`src/rtl/game_sequencer.sv`:
```
// -----------------------------------------------------------------------------
// game_sequencer
//
// Match sequencer for a two-player paddle game. It is a Moore FSM
// (IDLE -> SERVE -> PLAY -> POINT -> SERVE ... -> OVER) that keeps the scores
// and selects the serve direction. It also gates the paddle and ball engines.
//
// Parameters
//   WIN_SCORE   : score that ends a match (1..15)
//   SERVE_TICKS : frame ticks waited in SERVE before the ball is released
//   POINT_TICKS : frame ticks paused in POINT after a miss
//
// Ports
//   clk        in   system clock; every state change happens on its rising edge
//   rst        in   asynchronous active-high reset
//   tick       in   one-clk pulse, once per video frame
//   start      in   start button, active low (0 = pressed)
//   miss_l     in   ball passed the left edge (point to player 2)
//   miss_r     in   ball passed the right edge (point to player 1)
//   paddle_en  out  paddle movement enable
//   ball_en    out  ball motion enable
//   ball_rst   out  hold ball at centre
//   serve_dir  out  0 = serve toward player 2 (right), 1 = toward player 1 (left)
//   score1/2   out  player scores
//   winner     out  00 none, 01 player 1, 10 player 2
//   state      out  current state code
// -----------------------------------------------------------------------------
module game_sequencer #(
  parameter int unsigned WIN_SCORE   = 5,
  parameter int unsigned SERVE_TICKS = 60,
  parameter int unsigned POINT_TICKS = 30
) (
  input  logic       clk,
  input  logic       rst,
  input  logic       tick,
  input  logic       start,
  input  logic       miss_l,
  input  logic       miss_r,
  output logic       paddle_en,
  output logic       ball_en,
  output logic       ball_rst,
  output logic       serve_dir,
  output logic [3:0] score1,
  output logic [3:0] score2,
  output logic [1:0] winner,
  output logic [2:0] state
);

  typedef enum logic [2:0] {
    S_IDLE  = 3'd0,
    S_SERVE = 3'd1,
    S_PLAY  = 3'd2,
    S_POINT = 3'd3,
    S_OVER  = 3'd4
  } state_t;

  localparam logic [3:0] WIN_C   = 4'(WIN_SCORE);
  localparam logic [6:0] SERVE_C = 7'(SERVE_TICKS);
  localparam logic [6:0] POINT_C = 7'(POINT_TICKS);

  state_t     state_r, state_nxt_s;
  logic [6:0] cnt_r, cnt_nxt_s;
  logic [3:0] score1_r, score1_nxt_s;
  logic [3:0] score2_r, score2_nxt_s;
  logic [1:0] winner_r, winner_nxt_s;
  logic       dir_r, dir_nxt_s;
  logic       start_r;
  logic       armed_r;
  logic       press_s;

  // A button already held down when reset is released must not count as a
  // press. The first clk after reset only samples start; it does not start play.
  assign press_s = armed_r & start_r & ~start;

  // State and datapath registers.
  always_ff @(posedge clk or posedge rst) begin
    if (rst) begin
      state_r  <= S_IDLE;
      cnt_r    <= 7'd0;
      score1_r <= 4'd0;
      score2_r <= 4'd0;
      winner_r <= 2'b00;
      dir_r    <= 1'b0;
      start_r  <= 1'b1;
      armed_r  <= 1'b0;
    end else begin
      state_r  <= state_nxt_s;
      cnt_r    <= cnt_nxt_s;
      score1_r <= score1_nxt_s;
      score2_r <= score2_nxt_s;
      winner_r <= winner_nxt_s;
      dir_r    <= dir_nxt_s;
      start_r  <= start;
      armed_r  <= 1'b1;
    end
  end

  // Next-state, counter and score logic.
  always_comb begin
    state_nxt_s  = state_r;
    cnt_nxt_s    = cnt_r;
    score1_nxt_s = score1_r;
    score2_nxt_s = score2_r;
    winner_nxt_s = winner_r;
    dir_nxt_s    = dir_r;
    case (state_r)
      S_IDLE, S_OVER: begin
        if (press_s) begin
          state_nxt_s  = S_SERVE;
          cnt_nxt_s    = SERVE_C;
          score1_nxt_s = 4'd0;
          score2_nxt_s = 4'd0;
          winner_nxt_s = 2'b00;
          dir_nxt_s    = 1'b0;
        end else begin
          state_nxt_s = state_r;
        end
      end
      S_SERVE: begin
        if (cnt_r == 7'd0) begin
          state_nxt_s = S_PLAY;
        end else if (tick) begin
          cnt_nxt_s = cnt_r - 7'd1;
        end else begin
          cnt_nxt_s = cnt_r;
        end
      end
      S_PLAY: begin
        // Simultaneous misses on both edges cancel each other out.
        if (miss_l && !miss_r) begin
          score2_nxt_s = (score2_r < WIN_C) ? score2_r + 4'd1 : score2_r;
          dir_nxt_s    = 1'b1;
          state_nxt_s  = S_POINT;
          cnt_nxt_s    = POINT_C;
        end else if (miss_r && !miss_l) begin
          score1_nxt_s = (score1_r < WIN_C) ? score1_r + 4'd1 : score1_r;
          dir_nxt_s    = 1'b0;
          state_nxt_s  = S_POINT;
          cnt_nxt_s    = POINT_C;
        end else begin
          state_nxt_s = S_PLAY;
        end
      end
      S_POINT: begin
        if (cnt_r == 7'd0) begin
          if (score1_r == WIN_C) begin
            winner_nxt_s = 2'b01;
            state_nxt_s  = S_OVER;
          end else if (score2_r == WIN_C) begin
            winner_nxt_s = 2'b10;
            state_nxt_s  = S_OVER;
          end else begin
            state_nxt_s = S_SERVE;
            cnt_nxt_s   = SERVE_C;
          end
        end else if (tick) begin
          cnt_nxt_s = cnt_r - 7'd1;
        end else begin
          cnt_nxt_s = cnt_r;
        end
      end
      default: begin
        state_nxt_s = S_IDLE;
      end
    endcase
  end

  // Moore output decode. It uses only the state register.
  always_comb begin
    paddle_en = 1'b0;
    ball_en   = 1'b0;
    ball_rst  = 1'b1;
    case (state_r)
      S_SERVE: begin
        paddle_en = 1'b1;
      end
      S_PLAY: begin
        paddle_en = 1'b1;
        ball_en   = 1'b1;
        ball_rst  = 1'b0;
      end
      default: begin
        paddle_en = 1'b0;
        ball_en   = 1'b0;
        ball_rst  = 1'b1;
      end
    endcase
  end

  assign state     = state_r;
  assign score1    = score1_r;
  assign score2    = score2_r;
  assign winner    = winner_r;
  assign serve_dir = dir_r;

endmodule

```
`config.mk`:
```
export PLATFORM = sky130hd
export DESIGN_NAME = game_sequencer
export DESIGN_NICKNAME = d
export VERILOG_FILES = /design/src/rtl/game_sequencer.sv
export SDC_FILE = /design/constraint.sdc
export NUM_CORES = 1
export LEC_CHECK = 0
export CORE_ASPECT_RATIO = 0.5
export CORE_MARGIN = 1
export CORE_UTILIZATION = 45
export DETAILED_ROUTE_END_ITERATION = 6
export HOLD_SLACK_MARGIN = 0.03
export PLACE_DENSITY = 0.8
export SLEW_MARGIN = 30
export SYNTH_ARGS = -nofsm -noshare
export SYNTH_HDL_FRONTEND = slang
export SYNTH_SLANG_ARGS = --single-unit
```
`constraint.sdc`:
```
create_clock -name clk -period 3 [get_ports clk]
set_clock_uncertainty 0.05 [all_clocks]
set_input_delay 0.3 -clock clk [delete_from_list [all_inputs] [get_ports clk]]
set_output_delay 0.3 -clock clk [all_outputs]
set_load 0.02 [all_outputs]
```
==> impl_results.md <==
- Buffer count from post-CTS setup fixing: 0
- Distinct cells, synth: 44
- Worst Setup EP: ball_en
- Syn nets: 160
- Hold WC Path Type: input port to asynchronous set/reset pin
- Cell taking the most area after synthesis: dfrtp_1
- Max-cap viol count: 0
- Synthesized instance count: ~150
- Power, Total: 1.333 mW
- Yosys reg bits: 23
- Rel. slew slack: 61.85%
- Die footprint: roughly 0.0034 mm²
- Post-Layout Cell Count: between 200 and 250
- Die X: about 80 µm
- Worst reg2reg path startpoint: cnt_r[0]
- # hold bufs at CTS: 0
- Worst Path Required: roughly 2.7 ns
- R2R Setup Slk: ~0.89 ns
- First-pass GRT wire length: roughly 5100 µm
- EDFF count, synth: 0
- Clk_lat worst skew: 0.27 ns
- Vias per cell: approximately 5.6
- Top FF cell, synth: dfrtp_1
- Critical Path Source Type: flop
- Yosys Warn Count: 0
- Longest Clk Path Bufs: 2
- Utilization after layout: 61.54%
- Via count: 1156
- Routed wire length: between 2000 and 3000 µm
- Drt wl/cell: ~14 µm
- Origin of the worst setup path: state[1]
- Post-synthesis sequential area ratio: between 40 and 50%
- I/O pins: 23
- Final hold vios: 0
- Gpl congestion: 0.8172
- P_leak: 0.7179 nW
- Minimum clock period after layout: between 2 and 2.5 ns
- GRT Total Usage: between 15 and 20%
- Ant diodes: 0
- Post-Synthesis Cell Area: ~0.0014 mm²
- CTS H-tree lvls: 1
- DRC violations left: 0
- Placed Instances: between 200 and 250
- Yosys top cell area share: approximately 39%
- RSZ-0062 raised after global routing: no
- CP arrival: ~2.1 ns
- Fmax: between 0.4 and 0.5 GHz
- CTS tree: built
- Nets: approximately 190
- Top cells by area, synth: dfrtp_1 39%, ha_1 8.0%, o21ai_0 5.0%
- Reg area: just under 600 µm²
- Drt first pass iters: 4
- Power Dens Cells: approximately 800 mW/mm²
- FILL cells: 250
- Root buffer cell: clkbuf_8
- Routed Antenna Nets: 0
- Worst Setup Path Type: flop to primary output
- TritonCTS buffer count: 3
- Slew Limit Fails: 0
- Worst Path Max Fanout: 14
- Post-synth top cells: 22 x dfrtp_1, 14 x inv_1, 14 x o21ai_0, 11 x nor2_1, 9 x ha_1
- Starting Density: around half
- Multi-input gate area: 752.0 µm²
- Share of layout cells above drive strength 1: 9.467%
- Initial antenna violation count: 0
- Final worst-path cycle share: between 80% and 90%
- Peak supply drop: 0.3534 mV
- Final setup violation count: 0
- Slew at the pin with the worst max-slew slack: roughly 0.57 ns
- Die H: between 40 and 50 µm
- Vias in the first global route: ~1100
- Hold slack: 0.3246 ns
- DR iter-0 viols: 36
- CTS resizes: 0
- R2r worst-path depth: 7
- Syn Area/Cell: roughly 9.7 µm²
- Setup TNS: 0 ns
- Critical R2R Capture: winner[1]
- PortBufs: 22
- Number of cell rows: 13
- GR Overflow Total: 0
- Most common cell in the synthesized netlist: dfrtp_1
- Status: completed
- Synth-to-Final Area Change: 21.10%
- Core Region: 0.002765 mm²
- CP Capture Type: primary output
- Worst-path clk slew: about 0.090 ns
- Largest net degree at the start of global routing: 24
- HPWL after detailed placement: between 2000 and 2500 µm
- FFs w/ async S/R, synth: 100.0%
- CTS Sinks: 23
## kinds of logic (layout without fill, tap and decap cells)
logic type / Yosys count / after routing / share of synthesized area [%]
flops: 23 / 23 / 41.05
compound gates: 42 / 42 / 22.89
other cells: 1 / 1 / 0.2669
xor+xnor: 5 / 5 / 3.117
buf+inv: 17 / 41 / 5.432
fa+ha+maj: 9 / 9 / 8.014
simple gates: 48 / 48 / 19.23
## placed cells by master (no fill, tap or decap), types with 4 or more instances in the layout
cell,n
a21oi_1,5
nor2_1,11
nand3b_1,5
nand2_1,8
nand2b_1,4
clkdlybuf4s50_1,22
o21ai_0,14
ha_1,9
inv_1,13
nor2b_1,4
dfrtp_1,22
nand3_1,5
## final cells by class
class | count | area share [%]
clock buffer | 3 | 2.426
tap | 37 | 2.721
sequential | 23 | 33.90
inverter | 14 | 3.088
timing repair buffer | 23 | 13.38
multi-input combinational | 105 | 44.19
clock inverter | 1 | 0.2941
## layer usage
metal	track usage, %	share of wire, %	up-vias	routed length (µm)
met4	5.000	0.64	0	19
met5	0	0	-	0
met2	29.58	44	34	1321
li1	-	-	566	-
met1	28.39	50	554	1497
met3	5.275	4.9	2	145
## through the flow
| stage | cell area, µm² | worst slack [ns] |
|---|---|---|
| 4_1_cts | 1702 | 0.5628 |
| 3_3_place_gp | 1655 | 0.8509 |
| 6_report | 1702 | 0.5538 |
| 3_5_place_dp | 1655 | 0.7842 |
| 2_1_floorplan | 1405 | 1.072 |
| 5_1_grt | 1702 | 0.4647 |
## sequential cells by signal, indices dropped and copies added (netlist names)
| signal | cells |
|---|---|
| serve_dir | 1 |
| score1 | 4 |
| winner | 2 |
| score2 | 4 |
| start_r | 1 |
| state | 3 |
| armed_r | 1 |
| cnt_r | 7 |
## power by group
part / total [mW] / internal [mW] / switching [mW]
clock network: 0.195 / 0.0928 / 0.102
logic: 0.596 / 0.277 / 0.319
registers: 0.543 / 0.404 / 0.139
## critical path: stages (launching register included)
cell and delay [ns]:
dfrtp_1 0.60, or3b_4 0.46, inv_1 0.15, clkdlybuf4s50_1 0.62
## worst min-delay path by stage
stage / cells after the start / slack [ns] / end / startpoint
global route: 2 / 0.40 / serve_dir / rst
detailed placement: 1 / 0.44 / winner[1] / winner[1]
finish: 2 / 0.32 / serve_dir / rst
floorplan: 1 / 0.25 / armed_r / rst
global placement: 1 / 0.44 / winner[1] / winner[1]
CTS: 1 / 0.43 / start_r / start
Power figures use the tool's default switching activity.
